### config.mk
export PLATFORM = sky130hd
export DESIGN_NAME = mem_dma_ctrl
export DESIGN_NICKNAME = d
export VERILOG_FILES = /design/src/rtl/mem_dma_pkg.sv /design/src/rtl/mem_range_chk.sv /design/src/rtl/mem_dma_ctrl.sv
export SDC_FILE = /design/constraint.sdc
export NUM_CORES = 1
export LEC_CHECK = 0
export ABC_AREA = 1
export BUFFER_PORTS_ARGS = -buffer_cell sky130_fd_sc_hd__buf_2
export CAP_MARGIN = 40
export CORE_MARGIN = 5
export CORE_UTILIZATION = 47
export DETAILED_ROUTE_END_ITERATION = 12
export HOLD_SLACK_MARGIN = 0.03
export PLACE_DENSITY = 0.67
export SETUP_SLACK_MARGIN = 0.5
export SLEW_MARGIN = 20
export SYNTH_ARGS = -nofsm -noshare
export SYNTH_HDL_FRONTEND = slang
export SYNTH_HIERARCHICAL = 1
export SYNTH_SLANG_ARGS = --single-unit
export TNS_END_PERCENT = 20
### constraint.sdc
create_clock -name clk -period 2.32 [get_ports clk]
set_input_delay 0.116 -clock clk [delete_from_list [all_inputs] [get_ports clk]]
set_output_delay 0.116 -clock clk [all_outputs]
set_load 0.02 [all_outputs]
### src/rtl/mem_dma_pkg.sv
// rtl/mem_dma_pkg.sv - shared types and memory geometry for the DMA copy controller
//
// Purpose: state encoding and banked-memory constants used by mem_dma_ctrl
//          and mem_range_chk.
// Ports:   none (package).
package mem_dma_pkg;

  typedef enum logic [1:0] {
    IDLE  = 2'd0,
    READ  = 2'd1,
    WRITE = 2'd2,
    DONE  = 2'd3
  } state_t;

  localparam int unsigned BANK_COUNT  = 4;
  localparam int unsigned BANK_ADDR_W = 16;
  // 4 banks x 65536 words = 0x40000 words of addressable memory.
  localparam int unsigned MEM_WORDS   = BANK_COUNT << BANK_ADDR_W;

endpackage

### src/rtl/mem_range_chk.sv
// rtl/mem_range_chk.sv - checks that a word range fits inside the banked memory
//
// Purpose: combinational range check, valid when addr + length - 1 < MEM_WORDS.
// Ports:   addr   (in,  N)     first word address of the range
//          length (in,  LEN_W) number of words in the range (non-zero for a meaningful result)
//          valid  (out, 1)     range lies entirely inside memory
module mem_range_chk
  import mem_dma_pkg::*;
#(
  parameter int N     = 32,
  parameter int LEN_W = 16
) (
  input  logic [N-1:0]     addr,
  input  logic [LEN_W-1:0] length,
  output logic             valid
);

  // One extra bit so a range ending past 2^N cannot wrap back into memory.
  logic [N:0] w_last;

  assign w_last = {1'b0, addr} + (N+1)'(length) - (N+1)'(1);
  assign valid  = (w_last < (N+1)'(MEM_WORDS));

endmodule

### src/rtl/mem_dma_ctrl.sv
// rtl/mem_dma_ctrl.sv - word-by-word memory copy engine sharing memory with a processor
//
// Purpose: copies length words from src_addr to dst_addr, one read and one
//          write cycle per word; the processor (cpu_req) always has priority
//          and simply freezes the engine while it holds the memory.
// Ports:   clk, rst_n                    clock, async active-low reset
//          start, src_addr, dst_addr,
//          length                        copy request, sampled only in IDLE
//          cpu_req                       processor wants the memory this cycle
//          dma_grant                     engine owns the memory port (drives external mux)
//          mem_we, mem_addr, mem_wdata   memory request
//          mem_rdata                     combinational read data for mem_addr
//          busy, done, err               status: busy outside IDLE, done pulse, sticky range error
module mem_dma_ctrl
  import mem_dma_pkg::*;
#(
  parameter int N     = 32,
  parameter int LEN_W = 16
) (
  input  logic             clk,
  input  logic             rst_n,
  input  logic             start,
  input  logic [N-1:0]     src_addr,
  input  logic [N-1:0]     dst_addr,
  input  logic [LEN_W-1:0] length,
  input  logic             cpu_req,
  output logic             dma_grant,
  output logic             mem_we,
  output logic [N-1:0]     mem_addr,
  output logic [N-1:0]     mem_wdata,
  input  logic [N-1:0]     mem_rdata,
  output logic             busy,
  output logic             done,
  output logic             err
);

  state_t           r_state;
  logic [N-1:0]     r_src;
  logic [N-1:0]     r_dst;
  logic [N-1:0]     r_data;
  logic [LEN_W-1:0] r_count;
  logic             r_err;

  logic             w_src_ok;
  logic             w_dst_ok;
  logic             w_active;

  mem_range_chk #(.N(N), .LEN_W(LEN_W)) u_src_chk (
    .addr   (src_addr),
    .length (length),
    .valid  (w_src_ok)
  );

  mem_range_chk #(.N(N), .LEN_W(LEN_W)) u_dst_chk (
    .addr   (dst_addr),
    .length (length),
    .valid  (w_dst_ok)
  );

  assign w_active = (r_state == READ) || (r_state == WRITE);

  always_ff @(posedge clk or negedge rst_n) begin
    if (!rst_n) begin
      r_state <= IDLE;
      r_src   <= '0;
      r_dst   <= '0;
      r_data  <= '0;
      r_count <= '0;
      r_err   <= 1'b0;
    end else begin
      case (r_state)
        IDLE: begin
          if (start) begin
            if (length == '0) begin
              r_err   <= 1'b0;
              r_state <= DONE;
            end else if (w_src_ok && w_dst_ok) begin
              r_src   <= src_addr;
              r_dst   <= dst_addr;
              r_count <= length;
              r_err   <= 1'b0;
              r_state <= READ;
            end else begin
              r_err   <= 1'b1;
              r_state <= DONE;
            end
          end
        end
        // While cpu_req is high the processor owns the port: hold everything.
        READ: begin
          if (!cpu_req) begin
            r_data  <= mem_rdata;
            r_state <= WRITE;
          end
        end
        WRITE: begin
          if (!cpu_req) begin
            // Bank crossings are plain increments; bank is just addr[17:16].
            r_src   <= r_src + N'(1);
            r_dst   <= r_dst + N'(1);
            r_count <= r_count - LEN_W'(1);
            r_state <= (r_count == LEN_W'(1)) ? DONE : READ;
          end
        end
        DONE: begin
          r_state <= IDLE;
        end
        default: begin
          r_state <= IDLE;
        end
      endcase
    end
  end

  // Grant and write enable must drop in the same cycle cpu_req rises, so
  // they are decoded from the state register rather than registered.
  assign dma_grant = w_active && !cpu_req;
  assign mem_we    = (r_state == WRITE) && !cpu_req;
  assign mem_addr  = (r_state == READ)  ? r_src :
                     (r_state == WRITE) ? r_dst : '0;
  assign mem_wdata = (r_state == WRITE) ? r_data : '0;
  assign busy      = (r_state != IDLE);
  assign done      = (r_state == DONE);
  assign err       = r_err;

endmodule

; After elaboration in Yosys (flattened, before gate mapping)
; Index checks and enable logic that the tools add are counted.
[totals]
out_inout_bits = 69
register_bits = 115
ram_bits = 0
n_memories = 0
latchBits = 0
rom_bits = 0
[classes]
reduce_logical = 13
shift = 0
mul = 0
muxes = 27
div_mod_pow = 0
n_eq_ne = 9
bitwise_logic = 1
order_cmp = 2
add_sub_neg = 7
[ops]
columns = op, n
row1 = 32-bit 2-to-1 mux, 11
row2 = 32-bit one-hot mux with 2 select lines, 2
row3 = 32-bit by 16-bit adder with 33-bit output, 2
row4 = 33-bit by 19-bit < comparator with 1-bit output (second input constant), 2
row5 = 33-bit by 1-bit subtractor with 33-bit output (second input constant), 2
row6 = 32-bit by 1-bit adder with 32-bit output (second input constant), 2
row7 = 16-bit 2-to-1 mux, 4
row8 = 16-bit one-hot mux with 2 select lines, 1
row9 = 16-bit by 1-bit == test with 1-bit output (second input constant), 1
row10 = 16-bit zero test, 1
row11 = 16-bit by 1-bit subtractor with 16-bit output (second input constant), 1
row12 = 2-bit 2-to-1 mux, 6
row13 = 2-bit inequality test (second input constant), 5
row14 = 2-bit one-hot mux with 4 select lines, 1
row15 = 5-bit AND reduction, 1
row16 = 2-bit == test (second input constant), 2
row17 = 2-bit AND reduction, 2
row18 = 2-bit nonzero test, 2
row19 = 1-bit logical AND, 3
row20 = 3-bit AND reduction, 1
row21 = 2-bit by 1-bit == test with 1-bit output (second input constant), 1
row22 = 2-bit zero test, 1
row23 = 1-bit 2-to-1 mux, 2
row24 = 1-bit zero test, 1
row25 = other kinds (2), 2

; Longest topological paths before layout
; Gate-level depths: netlist of the first run.
[depth]
word_depth = 8
ltp_mapped = 28
ltp_nobuf = 27

; By module
; The synthesis of the first run kept the hierarchy.
[modules_own_cells]
columns = module, instances, cells_each, area_per_inst_um2
row1 = mem_dma_ctrl, 1, 1314, 8082.8
row2 = mem_range_chk, 2, 548, 2637.5

; Worst setup path after synthesis of the first run
; Ideal clock, no wire load.
[synth_path]
kind = input to register
start = in length[4]
end = reg r_count[10]
cell_stages = 25
slack_ns = -0.232
path_buffers = 2
required_ns = 2.255
arrival_time_ns = 2.487
setup_time_ns = 0.065
cell_sequence = inv_1 -> ha_1 -> inv_1 -> ha_1 -> nand2_1 -> inv_1 -> a21oi_1 -> nand2_1 -> nand2_1 -> nand2_1 -> nand3_1 -> nand2_1 -> nand2_1 -> nand2_1 -> nor2_1 -> nand3_1 -> nor2_2 -> nand2_1 -> nand2_1 -> nand3_2 -> inv_2 -> buf_6 -> buf_6 -> nand2_1 -> nand2_1
[synth_via]
elab_chain_len = 6
elab_cells_between_ends = 11
[synth_lines]
columns = item, line_no
row1 = from (decl), mem_dma_ctrl.sv:25  ; input logic [LEN_W-1:0] length,
row2 = 32-bit by 16-bit adder with 33-bit output, mem_range_chk.sv:21  ; assign w_last = {1'b0, addr} + (N+1)'(length) - (N+1)'(1);
row3 = 33-bit by 1-bit subtractor with 33-bit output, mem_range_chk.sv:21
row4 = 33-bit by 19-bit < comparator with 1-bit output, mem_range_chk.sv:22  ; assign valid = (w_last < (N+1)'(MEM_WORDS));
row5 = net w_src_ok, mem_dma_ctrl.sv:44  ; logic w_src_ok;
row6 = 1-bit logical AND, mem_dma_ctrl.sv:77  ; end else if (w_src_ok && w_dst_ok) begin
row7 = 2-bit inequality test (no source line), --
row8 = 5-bit AND reduction (no source line), --
row9 = to (signal assigned), mem_dma_ctrl.sv:80  ; r_count <= length;
row10 = to (signal assigned), mem_dma_ctrl.sv:101  ; r_count <= r_count - LEN_W'(1);
row11 = to (decl), mem_dma_ctrl.sv:41  ; logic [LEN_W-1:0] r_count;
; The timed path passes the listed nets, and every way through them passes these cells.
; A chain may end at the register's enable or synchronous reset.

; Worst setup path after layout of the first run
[layout_path]
start = in length[12]
end = reg r_src[26]
[layout_via]
elab_chain_len = 6
elab_cells_between_ends = 11
[layout_lines]
columns = item, line_no
row1 = 32-bit by 16-bit adder with 33-bit output, mem_range_chk.sv:21
row2 = 33-bit by 1-bit subtractor with 33-bit output, mem_range_chk.sv:21
row3 = 33-bit by 19-bit < comparator with 1-bit output, mem_range_chk.sv:22
row4 = net w_src_ok, mem_dma_ctrl.sv:44
row5 = 1-bit logical AND, mem_dma_ctrl.sv:77
row6 = 2-bit inequality test (no source line), --
row7 = 5-bit AND reduction (no source line), --
row8 = to (signal assigned), mem_dma_ctrl.sv:78  ; r_src <= src_addr;
row9 = to (signal assigned), mem_dma_ctrl.sv:99  ; r_src <= r_src + N'(1);
row10 = to (decl), mem_dma_ctrl.sv:38  ; logic [N-1:0] r_src;
; The timed path passes the listed nets, and every way through them passes these cells.

==> results of run 1 <==
==> power groups by stage <==
stage	clock network [mW]	logic, mW	registers, mW
2_1_floorplan	0	6.99	3.74
3_3_place_gp	0	10.1	4.00
3_5_place_dp	0	10.3	4.04
4_1_cts	2.67	11.2	4.02
5_1_grt	2.75	13.5	4.22
6_report	2.65	12.4	4.11
==> metrics by stage <==
stage	worst slack (ns)	TNS (ns)	power (mW)
6_report	-0.367	-24.87	19.1
5_1_grt	-0.488	-33.95	20.4
4_1_cts	-0.196	-12.01	17.9
3_5_place_dp	-0.934	-69.49	14.3
3_3_place_gp	-0.886	-65.78	14.1
2_1_floorplan	-0.0702	-1.69	10.7
==> routing by layer <==
| layer | track usage (%) | vias up |
|---|---|---|
| li1 | - | 8152 |
| met1 | 42.6 | 7622 |
| met2 | 54.2 | 645 |
| met3 | 4.60 | 110 |
| met4 | 9.82 | 14 |
| met5 | 0 | - |
==> logic make-up (layout without fill, tap and decap cells) <==
logic type      Yosys count  after routing  synth area share (%)
simple gates           1445           1445                  43.6
buf+inv                 522            940                  15.0
compound gates          195            195                  7.82
flops                   115            115                  21.5
fa+ha+maj                98             98                  9.18
mux                      32             32                  2.70
xor+xnor                  3              3                 0.197
==> synthesized netlist by cell type, drive strengths merged <==
cell / count / area [um2]
a21oi: 56 / 280
a31oi: 4 / 25.0
and2: 4 / 30.0
buf: 30 / 155
clkbuf: 16 / 60.1
clkinv: 2 / 7.51
dfrtp: 115 / 2880
ha: 98 / 1230
inv: 474 / 1780
mux2: 32 / 360
nand2: 931 / 3520
nand3: 164 / 846
nand3b: 4 / 30.0
nand4: 12 / 75.1
nor2: 316 / 1220
nor3: 13 / 95.1
o21ai: 94 / 470
o21bai: 10 / 75.1
o22ai: 31 / 194
or2: 1 / 6.26
xnor2: 1 / 8.76
xor2: 2 / 17.5
==> state kept, by name, summed over array words and instances (netlist names) <==
register and flops:
r_src 32, r_state 2, err 1, r_dst 32
r_count 16, r_data 32
==> worst max path at each step <==
stage                          start                      to  slack [ns]  cells after the start
after floorplan           length[14]    r_src[0]$_DFFE_PN0P_       -0.07                     26
after global placement    length[15]   r_dst[20]$_DFFE_PN0P_       -0.89                     26
after detailed placement  length[15]   r_dst[21]$_DFFE_PN0P_       -0.93                     26
after CTS                  length[5]  r_count[8]$_DFFE_PN0P_       -0.20                     25
after global routing       length[5]   r_src[26]$_DFFE_PN0P_       -0.49                     27
final                     length[12]   r_src[26]$_DFFE_PN0P_       -0.37                     24
==> critical path, stage by stage <==
cell,delay [ns]
buf_4,0.12
inv_1,0.07
ha_4,0.26
inv_2,0.04
ha_4,0.23
nand2_4,0.09
inv_1,0.06
a21oi_2,0.21
nand2_1,0.11
o21ai_2,0.23
nand2_1,0.09
nand2_1,0.08
nand3_2,0.12
nor2_1,0.12
nand2_1,0.08
nor2_2,0.12
nand2_2,0.09
nand2_2,0.09
nand3_4,0.17
buf_12,0.21
buf_8,0.13
nor2_2,0.09
nand2_1,0.07
nand2_1,0.05
==> cell usage in the layout (no fill, tap or decap), drive strengths merged, types with 10 or more instances in the layout <==
master,n
clkbuf,20
dlygate4sd3,35
dfrtp,115
inv,483
nand2,931
buf,394
nand3,164
ha,98
nor2,316
nand4,12
a21oi,56
nor3,13
o22ai,31
mux2,32
o21ai,94
o21bai,10
==> layout make-up <==
class / count / share of cell area, %
clock buffer: 17 / 2.23
multi-input combinational: 1773 / 52.1
timing repair buffer: 432 / 17.7
clock inverter: 15 / 0.840
tap: 378 / 2.48
inverter: 476 / 9.51
sequential: 115 / 15.1
==> repair_timing <==
action,CTS,global route
hold buffers,35,0
cloned,2,3
pin swaps,4,51
endpoints found under the hold margin,80,0
setup endpoints to repair,147,147
buffers inserted,4,7
resized for setup,155,187
==> run metrics, run 1 <==
metal2 WL 25.0 mm; clock network fraction of total power 13.9%; Cell variety after synth 32; half-perimeter wire length after placement 41.6 mm; CP Class input pin to register; FMAX 0.372 GHz; Clk Latency, worst-skew pair 0.44 ns; Fin. Hold Viols 0; DR vias 16543; post-layout util 68.3%; leakage power 10.4 nW; ANT cells 0; Hold Path Depth 4; core area 0.0279 mm2; non-filler cells, final 3206; failing checks negative setup slack; port bufs 184; Synth warnings 6; Setup crit start kind input pin; Worst-Margin Slew 0.659 ns; internal cell power 9.41 mW; shortest period the worst path allows 2.69 ns; Fillers 2489; Seq pwr share 21.5%; sw frac 50.9%; Critical Path Sink Type register; Worst Path Arrival 3.05 ns; clock sinks 115; outcome complete, but fails checks; total net switching power 9.73 mW; H-tree depth 4; area of the multi-input gates 0.00993 mm2; skew final 0.0125 ns; Placed Instance Area 0.0167 mm2; Initial DRT Pass Iterations 9; Starting Density 47.8%; Design Area, Final 0.0191 mm2; Nets 3029; CP Data Required Time 2.68 ns; period utilization 116%; clk root buf clkbuf_16; RSZ-0062 raised after global routing yes; Hold Path Sink r_state[1]$_DFFE_PN0P_; Num CTS Buffers 17; relative slew slack 56.1%; Die X 179 um; I/O pin cnt 185; hold_sp cpu_req; Mapped Cells 2410; vias in the first global route 15488; # DRC 0; DR WL met3 3.84 mm; Antenna Violating Nets Remaining 0; global route overflow 0; Power Density 1000 mW/mm2; count of pins over their slew limit 0; peak supply drop 0.000610 V; drt via density 5.16; Total Routing Usage GR 32.1%; Die H 179 um; row count 61; die footprint 0.0319 mm2; Mapped Area 0.0134 mm2; Reg clk slew, reported paths 0.07 ns; largest net degree at the start of global routing 64; Max Fanout on Critical Path 8; Cells after DPL 3123; routed len/inst 16.6 um; top sig layer met5; Seq/Total Area, Yosys 21.5%; Routed WL 53.1 mm; first-pass GRT wire length 80.5 mm; Reg area 0.00288 mm2; RR Startpoint r_state[0]$_DFFE_PN0P_; CTS tree done; GPL Wtd Cong 1.02; antenna violations before repair 7; worst-case clock buffer depth 2; max cap viols 0; share of post-route cells with drive strength above 1 28.9%; Post-Syn Nets 2624; Post-Route M1 WL 22.5 mm; Reg2Reg Depth 11; Initial DRC Count 1749; Setup Viol. Count Final 80; Area growth syn-to-layout 42.8%; combinational share of power 64.7%; R2R setup slack 0.19 ns; final setup margin -0.367 ns; Synth Register Bits 115; Hold WC Path Type input pin to register; Avg Inst Size Synth 5.54 um2; hold slack 0.0535 ns; RR Endpoint r_src[26]$_DFFE_PN0P_
(Power assumes the default switching activity.)
==> run 2: changes to the inputs <==
Settings changed: CAP_MARGIN 40 to 20, CORE_UTILIZATION 47 to 55, PLACE_DENSITY 0.67 to 0.77.
==> run 2 against run 1 <==
Compared with the run above:
- worst setup slack got worse by 0.041 ns
- first-iteration DRC count increased by 23%
- critical path type unchanged
- the flow still finishes with violations (negative setup slack)
- maximum frequency down 1.5%
- count of clock-buffer cells in the layout unchanged
- final cell count is 1.3% lower
- die area fell by 14%
- clock power rose by 2%
- hold slack improved by 0.013 ns
- clock skew fell by 0.0031 ns
- highest routed layer unchanged
==> run metrics, run 2 (same netlist as run 1, synthesis figures left out) <==
outcome complete, but fails checks; failing checks negative setup slack; clk root buf clkbuf_16; global route overflow 0 (unchanged); GPL Wtd Cong 1.01 (-0.73%); Cells after DPL 3059 (-2.0%); CP Class input pin to register; Hold WC Path Type input pin to register; commonest non-fill, non-tap cells in the layout nand2_1, inv_1, nor2_1; CP Data Required Time 2.67 ns (about the same); Worst-Margin Slew 0.587 ns (-0.0725 ns); leakage power 10.6 nW (+1.6%); Nets 3040 (+0.36%); RSZ-0062 raised after global routing yes; first-pass GRT wire length 83.8 mm (+4.1%); largest net degree at the start of global routing 83 (+30%); post-route setup TNS -28.25 ns (-3.38 ns); Tot Pwr 20.3 mW (+6.2%); ANT cells 0 (unchanged); share of post-route cells with drive strength above 1 30.0% (+1.1 points); Fin. Hold Viols 0 (unchanged); clock sinks 115 (unchanged); period utilization 118% (+1.7 points); drt via density 5.56 (+7.8%); most common cell after layout, fill and taps aside nand2_1; Critical Path Sink Type register; CP dominant cell by count nand2_1; CP max-delay cell ha_1; Area growth syn-to-layout 45.5%; DR WL met3 4.94 mm (+29%); CTS tree done; count of pins over their slew limit 0 (unchanged); vias in the first global route 16546 (+6.8%); half-perimeter wire length after placement 39.8 mm (-4.3%); Clk Latency, worst-skew pair 0.43 ns (about the same); row count 57 (-6.6%); port bufs 184 (unchanged); DR vias 17599 (+6.4%); H-tree depth 4 (unchanged); non-filler cells, final 3163 (-1.3%); peak supply drop 0.000754 V (+24%); Num CTS Buffers 17 (unchanged); Initial DRT Pass Iterations 8 (-1); shortest period the worst path allows 2.73 ns (+0.0406 ns); max cap viols 0 (unchanged); Post-Route M1 WL 21.6 mm (-4.0%); Setup crit start kind input pin; Die H 166 um (-7.1%); Routed WL 55.3 mm (+4.1%); I/O pin cnt 185 (unchanged); CP max stage delay 0.32 ns (+0.06 ns); metal2 WL 25.5 mm (+1.9%); Total Routing Usage GR 37.0% (+4.9 points); Worst Path Arrival 3.08 ns (+0.03 ns); Antenna Violating Nets Remaining 0 (unchanged); FMAX 0.367 GHz (-1.5%); die footprint 0.0275 mm2 (-14%); skew final 0.00939 ns (-0.00314 ns); dpl ws -0.948 ns (-0.0141 ns); final setup margin -0.407 ns (-0.0406 ns); top sig layer met5; Initial DRC Count 2160 (+23%); Max Fanout on Critical Path 14 (+6); Reg clk slew, reported paths 0.06 ns (about the same); antenna violations before repair 3 (-4); Die X 166 um (-7.1%); # DRC 0 (unchanged); core area 0.0241 mm2 (-14%); routed len/inst 17.5 um (+5.5%); relative slew slack 60.9% (+4.8 points); Starting Density 55.4% (+7.6 points); Largest regs r_data: 32 flops, r_dst: 32 flops, r_src: 32 flops; worst-case clock buffer depth 2 (unchanged); Power Density 1050 mW/mm2 (+4.1%); Setup Viol. Count Final 112 (+40%)
run 2: cell count changes in the layout (fill, tap and decap cells not counted), moves of 8 or more:
| cell | before | now |
|---|---|---|
| buf_4 | 227 | 216 |
| buf_8 | 3 | 14 |
| inv_1 | 400 | 392 |
| nand2_4 | 21 | 30 |
| nor2_4 | 14 | 26 |
| o21ai_1 | 14 | 22 |
run 2: stage by stage:
| step | instance area, um2 | utilization (%) | hold slack [ns] |
|---|---|---|---|
| CTS | 18600 | 77.3 | 0.0494 |
| global placement | 16500 | 68.7 | 0.141 |
| floorplan | 14000 | - | -0.180 |
| finish | 19400 | 80.6 | 0.0666 |
| detailed placement | 16500 | 68.7 | 0.147 |
| global route | 19400 | 80.6 | 0.0697 |
run 2: cell type report:
cell class	instances	area, um2
Multi-Input combinational cell	1773	10100
Fill cell	1665	4670
Tap cell	324	405
Timing Repair inverter	1	11.3
Inverter	476	1850
Sequential cell	115	2880
Clock inverter	15	159
Clock buffer	17	425
Timing Repair Buffer	442	3600
run 2: timing repair:
item / 4_1_cts / 5_1_grt
resized for setup: 263 / 160
setup endpoints to repair: 149 / 179
cloned: 5 / 6
pin swaps: 95 / 104
buffers inserted: 14 / 13
hold buffers: 34 / 0
hold endpoints to repair: 69 / 0
run 2: report_power, final:
group	internal, mW	switching [mW]
registers	3.04	1.11
clock network	1.52	1.16
logic	5.36	8.13
total	9.92	10.4
run 2: worst paths after layout:
kind	startpoint	cells past startpoint	slack, ns	end
max in group asynchronous	rst_n	3	1.34	r_data[25]$_DFFE_PN0P_
min reg2reg	r_data[29]$_DFFE_PN0P_	1	0.51	r_data[29]$_DFFE_PN0P_
min in group asynchronous	rst_n	2	0.24	r_data[14]$_DFFE_PN0P_
min	length[13]	5	0.07	r_count[13]$_DFFE_PN0P_
max reg2reg	r_state[0]$_DFFE_PN0P_	11	-0.05	r_dst[6]$_DFFE_PN0P_
max	length[6]	26	-0.41	r_count[1]$_DFFE_PN0P_
run 2: worst max-delay path: cells and delay by family:
family	cells	cell delay [ns]
fa+ha+maj	2	0.54
buf+inv	8	0.75
simple gates	14	1.32
compound gates	2	0.30
run 2: metal layers:
layer | up-vias | track usage (%)
met2 | 1093 | 61.2
met4 | 6 | 17.2
met5 | - | 0
met3 | 238 | 4.86
li1 | 8195 | -
met1 | 8067 | 48.1
